$ cat config.mk
export PLATFORM = sky130hd
export DESIGN_NAME = spi_shift
export DESIGN_NICKNAME = d
export VERILOG_FILES = /design/src/rtl/spi_pkg.sv /design/src/rtl/spi_bit_cnt.sv /design/src/rtl/spi_shift.sv
export SDC_FILE = /design/constraint.sdc
export NUM_CORES = 1
export LEC_CHECK = 0
export ABC_AREA = 1
export ABC_CLOCK_PERIOD_IN_PS = 2000
export CAP_MARGIN = 30
export CORE_MARGIN = 3
export CORE_UTILIZATION = 30
export DETAILED_ROUTE_END_ITERATION = 7
export GPL_TIMING_DRIVEN = 0
export PLACE_DENSITY_LB_ADDON = 0.25
export SLEW_MARGIN = 20
export SYNTH_ARGS = -nofsm -noshare
export SYNTH_HDL_FRONTEND = slang
export SYNTH_SLANG_ARGS = --single-unit
export TNS_END_PERCENT = 50
$ cat constraint.sdc
create_clock -name wb_clk -period 2 [get_ports wb_clk]
set_input_delay 0.3 -clock wb_clk [delete_from_list [all_inputs] [get_ports wb_clk]]
set_output_delay 0.3 -clock wb_clk [all_outputs]
set_load 0.005 [all_outputs]
$ cat src/rtl/spi_pkg.sv
// rtl/spi_pkg.sv - shared constants and bit-order helpers for the SPI shift engine
// Purpose: data/length widths, character-length decode and bit-position mapping.
// Ports: none (package).
package spi_pkg;

    localparam int SPI_DW       = 8;
    localparam int SPI_LEN_BITS = 3;
    localparam int SPI_CNT_W    = 4;    // counters must reach 8

    // A zero length field means a full 8-bit character.
    function automatic logic [SPI_CNT_W-1:0] char_len(input logic [SPI_LEN_BITS-1:0] len);
        return (len == '0) ? SPI_CNT_W'(SPI_DW) : {1'b0, len};
    endfunction

    // Position in the data register of the idx-th bit on the wire.
    function automatic logic [SPI_LEN_BITS-1:0] bit_pos(input logic [SPI_CNT_W-1:0] idx,
                                                         input logic [SPI_CNT_W-1:0] n,
                                                         input logic               lsb);
        logic [SPI_CNT_W-1:0] p;
        p = lsb ? idx : (n - SPI_CNT_W'(1) - idx);
        return p[SPI_LEN_BITS-1:0];
    endfunction

endpackage

$ cat src/rtl/spi_bit_cnt.sv
// rtl/spi_bit_cnt.sv - tx/rx bit counters and SCLK edge-strobe qualification
// Purpose: selects the tx/rx strobe edges, qualifies them against the counters and
//          counts driven and sampled bits of the current character.
// Ports:
//   clk_i, rst_i                 clock, synchronous active-high reset
//   start_i                      clear both counters (new transfer)
//   tip_i                        transfer in progress
//   n_i                          character length 1..8
//   tx_negedge_i, rx_negedge_i   edge selects (1 = cpol_1 strobe)
//   cpol_0_i, cpol_1_i           SCLK rising/falling edge strobes
//   tx_fire_o, rx_fire_o         qualified drive/sample events this cycle
//   rx_done_o                    this sample completes the character
//   tx_cnt_o, rx_cnt_o           current counter values
module spi_bit_cnt
    import spi_pkg::*;
(
    input  logic                 clk_i,
    input  logic                 rst_i,
    input  logic                 start_i,
    input  logic                 tip_i,
    input  logic [SPI_CNT_W-1:0] n_i,
    input  logic                 tx_negedge_i,
    input  logic                 rx_negedge_i,
    input  logic                 cpol_0_i,
    input  logic                 cpol_1_i,
    output logic                 tx_fire_o,
    output logic                 rx_fire_o,
    output logic                 rx_done_o,
    output logic [SPI_CNT_W-1:0] tx_cnt_o,
    output logic [SPI_CNT_W-1:0] rx_cnt_o
);

    logic [SPI_CNT_W-1:0] tx_cnt_q, tx_cnt_d;
    logic [SPI_CNT_W-1:0] rx_cnt_q, rx_cnt_d;
    logic                 tx_stb, rx_stb;

    assign tx_stb    = tx_negedge_i ? cpol_1_i : cpol_0_i;
    assign rx_stb    = rx_negedge_i ? cpol_1_i : cpol_0_i;
    assign tx_fire_o = tip_i & tx_stb & (tx_cnt_q < n_i);
    // Sampling is gated by the registered tx count, so a bit driven in this same
    // cycle cannot be sampled until a later strobe.
    assign rx_fire_o = tip_i & rx_stb & (rx_cnt_q < tx_cnt_q);
    assign rx_done_o = rx_fire_o & ((rx_cnt_q + SPI_CNT_W'(1)) == n_i);
    assign tx_cnt_o  = tx_cnt_q;
    assign rx_cnt_o  = rx_cnt_q;

    always_comb begin
        tx_cnt_d = tx_cnt_q;
        rx_cnt_d = rx_cnt_q;
        if (start_i) begin
            tx_cnt_d = '0;
            rx_cnt_d = '0;
        end else begin
            if (tx_fire_o) tx_cnt_d = tx_cnt_q + SPI_CNT_W'(1);
            if (rx_fire_o) rx_cnt_d = rx_cnt_q + SPI_CNT_W'(1);
        end
    end

    always_ff @(posedge clk_i) begin
        if (rst_i) begin
            tx_cnt_q <= '0;
            rx_cnt_q <= '0;
        end else begin
            tx_cnt_q <= tx_cnt_d;
            rx_cnt_q <= rx_cnt_d;
        end
    end

endmodule

$ cat src/rtl/spi_shift.sv
// rtl/spi_shift.sv - 8-bit SPI master shift engine
// Purpose: parallel-loads a TX byte, drives mosi / samples miso on SCLK edge strobes
//          and returns the received byte in the same register.
// Ports:
//   wb_clk, wb_reset             clock, synchronous active-high reset
//   go                           start request (while idle)
//   len, lsb                     character length (0 = 8) and bit order
//   tx_negedge, rx_negedge       edge selects for drive / sample
//   cpol_0, cpol_1               SCLK rising / falling edge strobes
//   sclk                         SCLK level, unused
//   latch, byte_sel              write strobes / byte enables, bit 0 used
//   p_in, miso                   parallel TX data, serial input
//   p_out, last, mosi, tip       data register, all bits driven, serial out, busy
module spi_shift
    import spi_pkg::*;
(
    input  logic                    wb_clk,
    input  logic                    wb_reset,
    input  logic                    go,
    input  logic [SPI_LEN_BITS-1:0] len,
    input  logic                    lsb,
    input  logic                    tx_negedge,
    input  logic                    rx_negedge,
    input  logic                    cpol_0,
    input  logic                    cpol_1,
    input  logic                    sclk,
    input  logic [3:0]              latch,
    input  logic [3:0]              byte_sel,
    input  logic [SPI_DW-1:0]       p_in,
    input  logic                    miso,
    output logic [SPI_DW-1:0]       p_out,
    output logic                    last,
    output logic                    mosi,
    output logic                    tip
);

    logic [SPI_DW-1:0]    data_q, data_d;
    logic                 mosi_q, mosi_d;
    logic                 tip_q, tip_d;
    logic [SPI_CNT_W-1:0] n;
    logic                 load, start;
    logic                 tx_fire, rx_fire, rx_done;
    logic [SPI_CNT_W-1:0] tx_cnt, rx_cnt;
    logic                 unused_inputs;

    assign unused_inputs = ^{sclk, latch[3:1], byte_sel[3:1]};

    assign n     = char_len(len);
    assign load  = ~tip_q & latch[0] & byte_sel[0];
    // A load in the same cycle as go takes priority; go is retried next cycle.
    assign start = go & ~tip_q & ~load;

    spi_bit_cnt u_bit_cnt (
        .clk_i        (wb_clk),
        .rst_i        (wb_reset),
        .start_i      (start),
        .tip_i        (tip_q),
        .n_i          (n),
        .tx_negedge_i (tx_negedge),
        .rx_negedge_i (rx_negedge),
        .cpol_0_i     (cpol_0),
        .cpol_1_i     (cpol_1),
        .tx_fire_o    (tx_fire),
        .rx_fire_o    (rx_fire),
        .rx_done_o    (rx_done),
        .tx_cnt_o     (tx_cnt),
        .rx_cnt_o     (rx_cnt)
    );

    always_comb begin
        data_d = data_q;
        mosi_d = mosi_q;
        tip_d  = tip_q;
        if (load)    data_d = p_in;
        if (start)   tip_d  = 1'b1;
        if (tx_fire) mosi_d = data_q[bit_pos(tx_cnt, n, lsb)];
        // rx always lags tx, so the written bit is never the one being driven.
        if (rx_fire) data_d[bit_pos(rx_cnt, n, lsb)] = miso;
        if (rx_done) tip_d  = 1'b0;
    end

    always_ff @(posedge wb_clk) begin
        if (wb_reset) begin
            data_q <= '0;
            mosi_q <= 1'b0;
            tip_q  <= 1'b0;
        end else begin
            data_q <= data_d;
            mosi_q <= mosi_d;
            tip_q  <= tip_d;
        end
    end

    assign p_out = data_q;
    assign mosi  = mosi_q;
    assign tip   = tip_q;
    assign last  = tip_q & (tx_cnt == n);

endmodule

== Yosys cells after proc, flatten, opt, wreduce, memory -nomap -nowiden ==
Cells that the tools add are included.

* Reductions and logical operators: 4
* Mux-type cells: 12
* Add/subtract/negate cells: 5
* Eq/ne operators: 2
* Magnitude comparators: 5
* Bitwise operators: 12

{| class="wikitable"
|+ Operator list
! cell !! number
|-
| two-way mux 8 bit || 2
|-
| AND 1 bit || 10
|-
| adder 4 x 1 -> 4 bit, second input constant || 2
|-
| bitwise mux 8 bit || 1
|-
| == test 4 bit || 2
|-
| less-than comparator 3 x 4 -> 1 bit, second input constant || 2
|-
| less-than comparator 4 bit || 2
|-
| two-way mux 3 bit || 2
|-
| subtractor 3 bit || 2
|-
| two-way mux 1 bit || 4
|-
| two-way mux 4 bit || 1
|-
| OR reduction 2 bit || 2
|-
| binary-select mux 1 bit (select 3 bit) || 1
|-
| demux 1 bit (select 3 bit) || 1
|-
| >= comparator 3 x 1 -> 1 bit, second input constant || 1
|-
| logical NOT 3 bit || 1
|-
| subtractor 3 x 1 -> 3 bit, second input constant || 1
|-
| inverter 1 bit || 2
|-
| logical AND 1 bit || 1
|}

* Word-level logic and storage cells: 45
* Register bits: 18
* Bits of input ports: 29
* Output and inout port bits: 11

== Longest topological paths before layout ==
* Depth in word-level cells: 11
* Mapped depth: 13
* Gate-level depth less buffers: 13

== Cells and area by module ==
Synthesis repeated with hierarchy kept, for this count alone.

* Cells, all modules: 294
* Area, all modules: 1,784.2 um^2

{| class="wikitable"
|+ Modules (own cells, without submodules)
! module !! seq. area each (um^2) !! area an instance (um^2) !! times used !! cells an instance
|-
| spi_shift || 200.2 || 1,073.5 || 1 || 193
|-
| spi_bit_cnt || 160.2 || 710.7 || 1 || 101
|}

== Worst setup path before layout ==
OpenSTA, ideal clock, no wires.

* Kind: input to register
* From: input len[0]
* To: register data_q[2] (netlist: p_out[2])
* Data arrival time: 1,669 ps
* Slack: 221 ps
* Cell stages on the path: 8
* Required time: 1,890 ps
* Buffers on the path: 0
* Library setup time: 110 ps
* Cells stage by stage: xor2_1 -> fa_1 -> o21ai_4 -> clkinv_1 -> nor2_2 -> nand3_1 -> nand2_1 -> nor2_1

* Word-level cells in the longest chain between the ends: 11
* Elaborated cells on any way between the ends: 12
* Classes of those cells: add/sub (2); order compare (2); mux (6); reduce/logical (2)

{| class="wikitable"
|+ Ends and longest elaborated chain
! what !! RTL line !! RTL
|-
| from (decl) || spi_shift.sv:20 || <nowiki>input logic [SPI_LEN_BITS-1:0] len,</nowiki>
|-
| logical NOT 3 bit || spi_pkg.sv:12 || <nowiki>return (len == '0) ? SPI_CNT_W'(SPI_DW) : {1'b0, len};</nowiki>
|-
| two-way mux 4 bit (*) || spi_pkg.sv:12 ||
|-
| subtractor 3 x 1 -> 3 bit (*) || spi_pkg.sv:20 || <nowiki>p = lsb ? idx : (n - SPI_CNT_W'(1) - idx);</nowiki>
|-
| subtractor 3 bit (*) || spi_pkg.sv:20 ||
|-
| two-way mux 3 bit (*) || spi_pkg.sv:20 ||
|-
| less-than comparator 3 x 4 -> 1 bit (not written as such) or >= comparator 3 x 1 -> 1 bit (tied branches) || spi_shift.sv:78 || <nowiki>if (rx_fire) data_d[bit_pos(rx_cnt, n, lsb)] = miso;</nowiki>
|-
| logical AND 1 bit (not written as such) || spi_shift.sv:78 ||
|-
| two-way mux 1 bit (not written as such) || spi_shift.sv:78 ||
|-
| demux 1 bit (select 3 bit) (*) || spi_shift.sv:78 ||
|-
| bitwise mux 8 bit (*) || spi_shift.sv:78 ||
|-
| two-way mux 8 bit (*) || spi_shift.sv:78 ||
|-
| to (signal assigned) || spi_shift.sv:88 || <nowiki>data_q <= data_d;</nowiki>
|-
| to (decl) || spi_shift.sv:37 || <nowiki>logic [SPI_DW-1:0] data_q, data_d;</nowiki>
|}

Every way passes the cells marked *; elsewhere a longest branch is shown, timed or not.
A chain may end at the register's enable or synchronous reset.

== Worst setup path in the final report ==
* From: register u_bit_cnt.rx_cnt_q[0] (netlist: u_bit_cnt.rx_cnt_o[0])
* To: register data_q[6] (netlist: p_out[6])

* Word-level cells in the longest chain between the ends: 8
* Elaborated cells on any way between the ends: 11
* Classes of those cells: add/sub (1); order compare (3); mux (5); bitwise (1); reduce/logical (1)

{| class="wikitable"
|+ Ends and longest elaborated chain
! what !! RTL line !! RTL
|-
| from (decl) || spi_bit_cnt.sv:34 || <nowiki>logic [SPI_CNT_W-1:0] rx_cnt_q, rx_cnt_d;</nowiki>
|-
| from (signal assigned) || spi_bit_cnt.sv:65 || <nowiki>rx_cnt_q <= rx_cnt_d;</nowiki>
|-
| subtractor 3 bit || spi_pkg.sv:20 ||
|-
| two-way mux 3 bit || spi_pkg.sv:20 ||
|-
| less-than comparator 3 x 4 -> 1 bit (not written as such) or >= comparator 3 x 1 -> 1 bit (tied branches) || spi_shift.sv:78 ||
|-
| logical AND 1 bit (not written as such) || spi_shift.sv:78 ||
|-
| two-way mux 1 bit (not written as such) || spi_shift.sv:78 ||
|-
| demux 1 bit (select 3 bit) || spi_shift.sv:78 ||
|-
| bitwise mux 8 bit || spi_shift.sv:78 ||
|-
| two-way mux 8 bit (*) || spi_shift.sv:78 ||
|}

Marked as above.

==> flow_summary_export.csv <==
group,metric,value,unit
setup_path,crit_path_end_kind,"flip-flop",
setup_path,crit_path_frequent_cell,"nand2_1",
setup_path,ff2ff_path_depth,10,
setup_path,startpoint_type,"flip-flop",
cells_and_area,drive_above_1_share,16.5,%
synth,synth_cell_types,31,
setup_path,critPathTopFamily,"simple AND/OR/NAND/NOR gates",
route,drt-met1-wl,2030,um
clock_tree,cts_buffers,3,
route,wl_met3,178,um
route,wl_met2,1890,um
pwr,power,0.000959,W
sta,fmax,540,MHz
setup_path,worstPathCellList,"nand2_1 > inv_2 > fa_1 > o21ai_4 > clkinv_1 > nor2_2 > nand2_1 > nand2_1 > inv_1 > nor2_1",
setup_path,reg2reg_from,"u_bit_cnt.rx_cnt_o[0]",
route,drc_errors,0,
global_routing,grtUsageTotal,13.8,%
sta,setup_slack,0.149,ns
setup_path,cp.required,2.19,ns
pwr,combPwrFrac,31.6,%
setup_path,slowest_stage,"fa_1",
pwr,pwr_density_cell,454,mW/mm^2
floorplanning,io_pins,40,
placement,finalWeightedCongestion,0.789,
clock_tree,clk_latency,0.26,ns
floorplanning,initial_core_util,31.3,%
cells_and_area,syn2layout_area_growth,30.6,%
clock_tree,cts.path.max_buffers,2,
route,wire_per_inst,11.2,um
clock_tree,cts-root-buf,"clkbuf_8",
sta,tightest_slew,0.639,ns
route,final_antenna_net_count,0,
synth,synth_area,0.00162,sq mm
route,drtPass1Iterations,4,
clock_tree,holdBufCountCts,0,
route,top_layer_used,"met4",
synth,yosys-top-cells-area,"dfxtp_1, nand2_1, inv_1",
sta,hold_violations,0,
route,drt_wl_total,4130,um
pwr,clkPwrFrac,28.0,%
global_routing,first_global_vias,1530,
clock_tree,htree_levels,1,
clock_tree,cts.sinks,18,
sta,layout_worst_path_cycle_share,92.5,%
pwr,ir_worst_vdd,206,uV
worst_hold_path,hold_end,"mosi",
placement,place_ws,-0.636,ns
sta,grt_setup_unrepaired,"yes",
route,drtIter0Drc,84,
pwr,p_int,0.000642,W
route,vias_per_cell,4.66,
global_routing,antenna_found_initial,0,
setup_path,worst_ep_arrival_time,2.04,ns
floorplanning,die_w,79.4,um
floorplanning,core_area,0.00517,sq mm
cells_and_area,finish.utilization,40.9,%
worst_hold_path,worstHoldStart,"mosi",
worst_hold_path,hold_class,"reg -> reg",
pwr,seq_power_share,40.5,%
sta,drv_slew,0,
synth,ys_seq_area_share,22.3,%
floorplanning,rows,26,
global_routing,grt_overflow,0,
cells_and_area,layout_common_cells,"nand2_1, inv_1, clkdlybuf4s50_1",
synth,synth_top_area_share,22.3,%
synth,avgSynthCellArea,6.25,sq um
global_routing,grt_pass1_wl,6980,um
sta,finalSetupTns,0,ns
floorplanning,chipHeight,79.4,um
setup_path,worst-path-buf-inv,3,
setup_path,timing.rr.end,"p_out[6]",
setup_path,critPathMaxFanout,7,
cells_and_area,antenna_cells,0,
global_routing,grt_max_degree,11,
pwr,switchingPower,0.000318,W
sta,layout_min_cycle_time,1.85,ns
pwr,p_sw_share,33.1,%
outcome,status,"finished, final reports clean",
sta,finalSetupViolations,0,
worst_hold_path,holdPathStages,2,
synth,synth_top_cell_by_area,"dfxtp_1",
cells_and_area,final_common_cell,"nand2_1",
placement,io_buffer_count,32,
floorplanning,die-area,0.00631,sq mm
sta,relSlewSlack,57.2,%
cells_and_area,design_area,0.00211,sq mm
sta,skew,0.00939,ns
synth,yosysWarnings,0,
pwr,p_leak,0.947,nW
placement,dp_hpwl,3310,um
job,drv_cap,0,
setup_path,ff2ff_setup_slack,0.15,ns
placement,place_area,0.00203,sq mm
route,vias,1712,
synth,yosys_register_bits,18,
synth,syn_nets,298,
cells_and_area,fin_nets,338,
setup_path,max_stage_delay,0.44,ns
setup_path,critPathKind,"reg -> reg",
clock_tree,clkTransAtPathRegs,0.08,ns
synth,syn_inst,259,
clock_tree,cts_tree,"done",
## state kept, by name, indices dropped and copies added, names as in the netlist
| signal | flops |
|---|---|
| u_bit_cnt.tx_cnt_o | 4 |
| tip | 1 |
| mosi | 1 |
| p_out | 8 |
| u_bit_cnt.rx_cnt_o | 4 |
## layout make-up
class | count | area, sq um
fill | 548 | 3060
clock buffer | 3 | 41.3
sequential | 18 | 365
tap | 70 | 87.6
buffer | 1 | 5.00
multi-input combinational | 190 | 1100
inverter | 50 | 190
timing repair buffer | 35 | 327
## worst min-delay path: stages (launching register included)
cell     delay, ns
dfxtp_1       0.32
nand2_1       0.06
a21oi_1       0.05
## timing repair
item,4_1_cts,5_1_grt
setup endpoints to repair,12,11
setup buffers,3,0
pin swaps,2,0
resized for setup,10,15
## metrics by stage
| stage | instances | hold slack, ns |
|---|---|---|
| final | 367 | 0.469 |
| after detailed placement | 361 | 0.460 |
| after CTS | 367 | 0.473 |
| after floorplan | 259 | 0.369 |
| after global routing | 367 | 0.499 |
| after global placement | 361 | 0.454 |
## cell families (layout without fill, tap and decap cells)
family	after synthesis	count (layout)	share of synthesized area, %
buffers and inverters	51	89	12.1
adders and majority gates	10	10	8.66
xor gates and xnor gates	6	6	3.25
DFF	18	18	22.3
and+or+nand+nor	147	147	43.5
AOI/OAI and AO/OA	27	27	10.2
## routing by layer
metal  vias to the layer above  track usage (%)
met5                         -                0
met4                         0             3.61
met3                         2             1.47
met2                        36             22.5
met1                       779             19.4
li1                        895                -
## power groups by stage
stage | Combinational (W) | Clock, W | Sequential, W
floorplan | 0.000182 | 0 | 0.000393
CTS | 0.000298 | 0.000281 | 0.000388
finish | 0.000303 | 0.000268 | 0.000388
global route | 0.000341 | 0.000295 | 0.000391
detailed placement | 0.000292 | 0 | 0.000396
global placement | 0.000289 | 0 | 0.000396
## how the worst max path moves through the flow
stage | from | end | slack [ns] | cells after the start
after global placement | len[0] | last | -0.66 | 9
final | u_bit_cnt.rx_cnt_o[0] | p_out[6] | 0.15 | 10
after floorplan | len[0] | p_out[2] | 0.22 | 8
after CTS | len[1] | last | 0.04 | 9
after global routing | u_bit_cnt.rx_cnt_o[0] | p_out[6] | 0.004 | 10
after detailed placement | len[0] | mosi | -0.64 | 10
## synthesized netlist by cell type (all sizes together)
cell,instances
nand2,86
inv,49
nand3,30
nor2,22
dfxtp,18
o21ai,13
a21oi,12
ha,8
nand4,5
xnor2,3
xor2,3
fa,2
a211oi,1
a31oi,1
buf,1
clkinv,1
nand3b,1
nor3,1
nor4,1
or2,1
Power figures use the tool's default switching activity.
